[src/rtl/series_adder_pkg.sv]
// series_adder_pkg: shared FSM type and width/lane helpers for the series-adder sequencer.
package series_adder_pkg;

   typedef enum logic [1:0] {
      IDLE  = 2'd0,
      SHIFT = 2'd1,
      WAIT  = 2'd2,
      HOLD  = 2'd3
   } state_t;

   function automatic int res_w(input int m, input int n);
      return $clog2(m) + n;
   endfunction

   // Word k drives add_data bit (m-1-k), so word 0 lands on the MSB.
   function automatic int lane_pos(input int m, input int k);
      return m - 1 - k;
   endfunction

   function automatic int cnt_w(input int v);
      return (v > 1) ? $clog2(v) : 1;
   endfunction

endpackage

[src/rtl/series_adder_shreg.sv]
// series_adder_shreg: M parallel-load, LSB-first shift lanes. o_bits is registered and
// presents bit 0 of every word in the cycle right after the load.
module series_adder_shreg
   import series_adder_pkg::*;
#(
   parameter int M = 8,
   parameter int N = 32
) (
   input  logic           clk,
   input  logic           rst_p,
   input  logic           i_load,
   input  logic           i_shift,
   input  logic           i_clear,
   input  logic [M*N-1:0] i_words,
   output logic [M-1:0]   o_bits
);

   logic [N-1:0] r_word [M];
   logic [M-1:0] r_bits;

   // Lane storage: load keeps bits 1..N-1 while bit 0 goes straight to the output slice.
   always_ff @(posedge clk) begin
      if (rst_p) begin
         r_bits <= '0;
         for (int k = 0; k < M; k++) begin
            r_word[k] <= '0;
         end
      end else if (i_clear) begin
         r_bits <= '0;
      end else if (i_load) begin
         for (int k = 0; k < M; k++) begin
            r_bits[k] <= i_words[k*N];
            r_word[k] <= {1'b0, i_words[k*N+1 +: N-1]};
         end
      end else if (i_shift) begin
         for (int k = 0; k < M; k++) begin
            r_bits[k] <= r_word[k][0];
            r_word[k] <= {1'b0, r_word[k][N-1:1]};
         end
      end else begin
         r_bits <= r_bits;
      end
   end

   assign o_bits = r_bits;

endmodule

[src/rtl/series_adder_ctrl.sv]
// series_adder_ctrl: accepts an M x N operand batch, streams it bit-serially into
// series_adder, waits (with a watchdog) for the sum and hands it out via valid/ready.
module series_adder_ctrl
   import series_adder_pkg::*;
#(
   parameter int M       = 8,
   parameter int N       = 32,
   parameter int TIMEOUT = 64
) (
   input  logic                  clk,
   input  logic                  rst_p,
   input  logic                  in_valid,
   output logic                  in_ready,
   input  logic [M*N-1:0]        in_words,
   output logic [M-1:0]          add_data,
   output logic                  add_data_vld,
   input  logic                  add_result_vld,
   input  logic [res_w(M,N)-1:0] add_result,
   output logic                  out_valid,
   input  logic                  out_ready,
   output logic [res_w(M,N)-1:0] out_result,
   output logic                  busy,
   output logic                  err_timeout
);

   localparam int RW = res_w(M, N);
   localparam int BW = cnt_w(N);
   localparam int TW = cnt_w(TIMEOUT);
   localparam logic [BW-1:0] LAST_BIT  = BW'(N - 1);
   localparam logic [TW-1:0] LAST_TICK = TW'(TIMEOUT - 1);

   state_t          r_state, w_state_nxt;
   logic [BW-1:0]   r_bit_cnt, w_bit_cnt_nxt;
   logic [TW-1:0]   r_wd_cnt, w_wd_cnt_nxt;
   logic [RW-1:0]   r_out_result, w_out_result_nxt;
   logic            r_in_ready, r_add_data_vld, r_out_valid, r_busy, r_err_timeout;
   logic            w_add_data_vld_nxt, w_err_timeout_nxt;
   logic            w_accept, w_last_bit, w_wd_expired;
   logic            w_load, w_shift, w_clear;
   logic [M-1:0]    w_bits;

   assign w_accept     = in_valid && r_in_ready;
   assign w_last_bit   = (r_bit_cnt == LAST_BIT);
   assign w_wd_expired = (r_wd_cnt == LAST_TICK);

   series_adder_shreg #(.M(M), .N(N)) u_shreg (
      .clk     (clk),
      .rst_p   (rst_p),
      .i_load  (w_load),
      .i_shift (w_shift),
      .i_clear (w_clear),
      .i_words (in_words),
      .o_bits  (w_bits)
   );

   for (genvar k = 0; k < M; k++) begin : g_lane
      assign add_data[lane_pos(M, k)] = w_bits[k];
   end

   // State, counter and output registers.
   always_ff @(posedge clk) begin
      if (rst_p) begin
         r_state        <= IDLE;
         r_bit_cnt      <= '0;
         r_wd_cnt       <= '0;
         r_out_result   <= '0;
         r_in_ready     <= 1'b1;
         r_add_data_vld <= 1'b0;
         r_out_valid    <= 1'b0;
         r_busy         <= 1'b0;
         r_err_timeout  <= 1'b0;
      end else begin
         r_state        <= w_state_nxt;
         r_bit_cnt      <= w_bit_cnt_nxt;
         r_wd_cnt       <= w_wd_cnt_nxt;
         r_out_result   <= w_out_result_nxt;
         r_in_ready     <= (w_state_nxt == IDLE);
         r_add_data_vld <= w_add_data_vld_nxt;
         r_out_valid    <= (w_state_nxt == HOLD);
         r_busy         <= (w_state_nxt != IDLE);
         r_err_timeout  <= w_err_timeout_nxt;
      end
   end

   // Next-state decode; a result arriving on the final watchdog tick still wins.
   always_comb begin
      w_state_nxt = r_state;
      case (r_state)
         IDLE:    if (w_accept) w_state_nxt = SHIFT; else w_state_nxt = IDLE;
         SHIFT:   if (w_last_bit) w_state_nxt = WAIT; else w_state_nxt = SHIFT;
         WAIT: begin
            if (add_result_vld)    w_state_nxt = HOLD;
            else if (w_wd_expired) w_state_nxt = IDLE;
            else                   w_state_nxt = WAIT;
         end
         HOLD:    if (out_ready) w_state_nxt = IDLE; else w_state_nxt = HOLD;
         default: w_state_nxt = IDLE;
      endcase
   end

   // Datapath controls and next values of the registered outputs.
   always_comb begin
      w_bit_cnt_nxt      = r_bit_cnt;
      w_wd_cnt_nxt       = r_wd_cnt;
      w_out_result_nxt   = r_out_result;
      w_add_data_vld_nxt = 1'b0;
      w_err_timeout_nxt  = 1'b0;
      w_load             = 1'b0;
      w_shift            = 1'b0;
      w_clear            = 1'b0;
      case (r_state)
         IDLE: begin
            if (w_accept) begin
               w_load             = 1'b1;
               w_bit_cnt_nxt      = '0;
               w_add_data_vld_nxt = 1'b1;
            end else begin
               w_load = 1'b0;
            end
         end
         SHIFT: begin
            if (w_last_bit) begin
               w_clear      = 1'b1;
               w_wd_cnt_nxt = '0;
            end else begin
               w_shift            = 1'b1;
               w_bit_cnt_nxt      = r_bit_cnt + BW'(1);
               w_add_data_vld_nxt = 1'b1;
            end
         end
         WAIT: begin
            if (add_result_vld) begin
               w_out_result_nxt = add_result;
            end else if (w_wd_expired) begin
               w_err_timeout_nxt = 1'b1;
            end else begin
               w_wd_cnt_nxt = r_wd_cnt + TW'(1);
            end
         end
         HOLD:    w_out_result_nxt = r_out_result;
         default: w_out_result_nxt = r_out_result;
      endcase
   end

   assign in_ready     = r_in_ready;
   assign add_data_vld = r_add_data_vld;
   assign out_valid    = r_out_valid;
   assign out_result   = r_out_result;
   assign busy         = r_busy;
   assign err_timeout  = r_err_timeout;

endmodule
[config.mk]
export PLATFORM = sky130hd
export DESIGN_NAME = series_adder_ctrl
export DESIGN_NICKNAME = d
export VERILOG_FILES = /design/src/rtl/series_adder_pkg.sv /design/src/rtl/series_adder_shreg.sv /design/src/rtl/series_adder_ctrl.sv
export SDC_FILE = /design/constraint.sdc
export NUM_CORES = 1
export LEC_CHECK = 0
export CORE_MARGIN = 2
export CORE_UTILIZATION = 45
export CTS_CLUSTER_SIZE = 20
export DETAILED_ROUTE_END_ITERATION = 6
export PLACE_DENSITY = 0.73
export SETUP_SLACK_MARGIN = 0.02
export SYNTH_ARGS = -nofsm -noshare
export SYNTH_HDL_FRONTEND = slang
export SYNTH_SLANG_ARGS = --single-unit
[constraint.sdc]
create_clock -name clk -period 6.2 [get_ports clk]
set_input_delay 1.24 -clock clk [delete_from_list [all_inputs] [get_ports clk]]
set_output_delay 1.24 -clock clk [all_outputs]
set_load 0.1 [all_outputs]
==> impl_metrics.env <==
export IMPL_core_area_mm2=0.02703
export IMPL_start_kind="register"
export IMPL_cts_root_buffer="clkbuf_16"
export IMPL_critical_path_buf_inv_count=2
export IMPL_io_pins=344
export IMPL_die_h_um=170.0
export IMPL_wirelength_um=30220
export IMPL_synth_commonest_cells="edfxtp_1, a22o_1, nand2_1"
export IMPL_final_util_pct=62.94
export IMPL_synth_area_per_cell_um2=14.66
export IMPL_worst_path_max_fanout=67
export IMPL_cts_buffers=34
export IMPL_cp_slowest_stage_delay_ps=900
export IMPL_critical_path_arrival_ps=4200
export IMPL_antenna_found_initial=4
export IMPL_crit_required_ps=6370
export IMPL_crit_family="simple AND/OR/NAND/NOR gates"
export IMPL_grt_pass1_vias=8439
export IMPL_avgViaCountPerCell=5.584
export IMPL_synth_area_leaders="edfxtp_1, a22o_1, dfxtp_1"
export IMPL_cts_resized=0
export IMPL_synth_cells=846
export IMPL_slowest_stage="nor3b_1"
export IMPL_rsz0062_at_grt="no"
export IMPL_post_dp_cell_area_mm2=0.01591
export IMPL_grt_remaining_overflow=0
export IMPL_end_kind="register"
export IMPL_cts_setup_buffers=0
export IMPL_htreeDepth=2
export IMPL_rows=60
export IMPL_irDropWorstVdd_uv=211.7
export IMPL_post_route_period_util_pct=65.03
export IMPL_min_period_ps=4032
export IMPL_dp_hpwl_um=19100
export IMPL_clock_latency_ps=510
export IMPL_gp_congestion=0.7770
export IMPL_wl_per_cell_um=19.81
export IMPL_finalHoldViolCount=0
export IMPL_area_delta_synth_final_pct=37.17
export IMPL_drc=0
export IMPL_port_buffer_count=343
export IMPL_die_area_mm2=0.02890
export IMPL_clock_skew_ps=22.77
export IMPL_synth_top_area_cell="edfxtp_1"
export IMPL_cts_tree="done"
export IMPL_status="finished clean"
export IMPL_cts_sinks=309
export IMPL_critical_path_class="register to register"
export IMPL_synth_area_mm2=0.01240
export IMPL_synthFlopType="edfxtp_1"
export IMPL_ys_seq_area_share_pct=69.59
export IMPL_clockBufferDepth=3
export IMPL_die_w_um=170.0
export IMPL_final_antenna_net_count=0
export IMPL_setup_tns_ps=0
export IMPL_slew_headroom_pct=13.58
export IMPL_nFillCells=2033
export IMPL_grt_total_usage_pct=20.36
export IMPL_crit_chain="ha_1, and3_1, ha_1, or3b_1, nor3b_1, inv_4, buf_4"
export IMPL_drt_iter0_drc=726
export IMPL_power_total_mw=5.122
export IMPL_p_leak_nw=6.257
export IMPL_fin_nets=1457
export IMPL_fmax_mhz=248.0
export IMPL_postCtsHoldBufs=0
export IMPL_clk_pin_slew_worst_paths_ps=60
export IMPL_grt_start_max_net_pins=243
export IMPL_yosys_warnings=0
export IMPL_synth_edf_count=244
export IMPL_setup_violations=0
export IMPL_synth_nets=1145
export IMPL_ys_ff_latch=309
export IMPL_powerDensity_mw_per_mm2=301.2
export IMPL_synth_distinct_cells=39
export IMPL_worstMarginPinSlew_ps=1292
export IMPL_stdcell_area_mm2=0.01701
export IMPL_slew_violations=0
export IMPL_first_pass_iters=5
export IMPL_start_util_pct=45.88
export IMPL_maxCapViolations=0
export IMPL_num_vias=8515
export IMPL_grt_pass1_wl_um=45930
export IMPL_hp_class="register to register"
export IMPL_async_reset_ff_share_pct=0
export IMPL_synth_top_cell_area_share_pct=59.09
export IMPL_yosysMostFrequentCell="edfxtp_1"
export IMPL_worst_path_most_repeated_cell="ha_1"
export IMPL_drive_above_1_share_pct=5.330
-- layout by cell type (no fill, tap or decap), types with 3 or more instances in the layout --
cell / instances
ha_1: 3
a21oi_1: 43
clkbuf_16: 37
o21ai_0: 4
clkinv_2: 6
clkbuf_1: 9
dfxtp_1: 65
nor2_1: 11
nand3b_1: 6
nand3_1: 4
a22o_1: 242
or3b_2: 3
mux2i_1: 13
clkdlybuf4s50_1: 342
and2_1: 5
nand2b_1: 3
nor3_1: 4
nor3b_1: 3
clkinv_1: 4
a211oi_1: 9
buf_4: 6
nand2_1: 80
edfxtp_1: 244
-- layout make-up --
class	count	area, um2	share of cell area (%)
diodes	2	5.005	0.02942
clock buffers	47	973.4	5.723
clock inverters	13	118.9	0.6988
inverters	4	18.77	0.1103
multi-input cells	458	3324	19.55
flip-flops and latches	309	8628	50.73
well taps	341	426.7	2.508
repair buffers	351	3513	20.66
-- per-layer routing --
layer / global-route usage, % / up-vias / wire length (um)
li1: - / 3998 / -
met1: 26.59 / 4152 / 12700
met2: 31.87 / 316 / 13900
met3: 7.070 / 47 / 2868
met4: 6.875 / 2 / 730
met5: 0 / - / 14
-- per-stage QoR --
stage / cells / worst slack, ps / hold WS [ps]
final: 1525 / 2168 / 452.7
after global routing: 1524 / 1864 / 466.7
after detailed placement: 1463 / 1812 / 446.5
after global placement: 1463 / 1952 / 440.7
after CTS: 1523 / 2061 / 454.5
after floorplan: 846 / 1558 / 436.0
-- kinds of logic (layout without fill, tap and decap cells) --
group / count (synthesis) / count (layout) / synth area share, %
flip-flops: 309 / 309 / 69.59
AO/OA/AOI/OAI: 306 / 306 / 20.02
AND/OR/NAND/NOR: 135 / 135 / 5.328
buffers and inverters: 79 / 415 / 3.643
multiplexers: 13 / 13 / 1.049
adder cells (fa/ha/maj): 3 / 3 / 0.3028
XOR/XNOR: 1 / 1 / 0.07065
other: 0 / 2 / 0
-- worst reg2reg max path, stage by stage, from the launching register on --
cell and delay [ps]:
dfxtp_1 400, ha_1 190, and3_1 160, ha_1 260
or3b_1 650, nor3b_1 910, inv_4 570, buf_4 550
-- flip-flops by register name, indices dropped and copies added, names as in the netlist --
signal and count:
out_valid 1, r_state 2, r_wd_cnt 6, out_result 35, err_timeout 1, add_data_vld 1, r_bit_cnt 5, in_ready 1
u_shreg.o_bits 8, u_shreg.r_word 248, busy 1
-- power by group --
part           leakage, nW  total (mW)  internal [mW]  switching [mW]
clock network        0.534        1.98           1.18           0.794
registers             3.20        2.59           2.50          0.0840
logic                 2.52       0.558          0.282           0.276
total                 6.26        5.12           3.97            1.15
-- worst paths after layout --
kind         cells after the start  slack [ps]           from                     end
max reg2reg                      7        2170   r_bit_cnt[0]  u_shreg.r_word[0][224]
min                              2         450  out_result[6]           out_result[6]
max                              7        2170   r_bit_cnt[0]  u_shreg.r_word[0][224]
min reg2reg                      2         450  out_result[6]           out_result[6]
(Power assumes the default switching activity.)
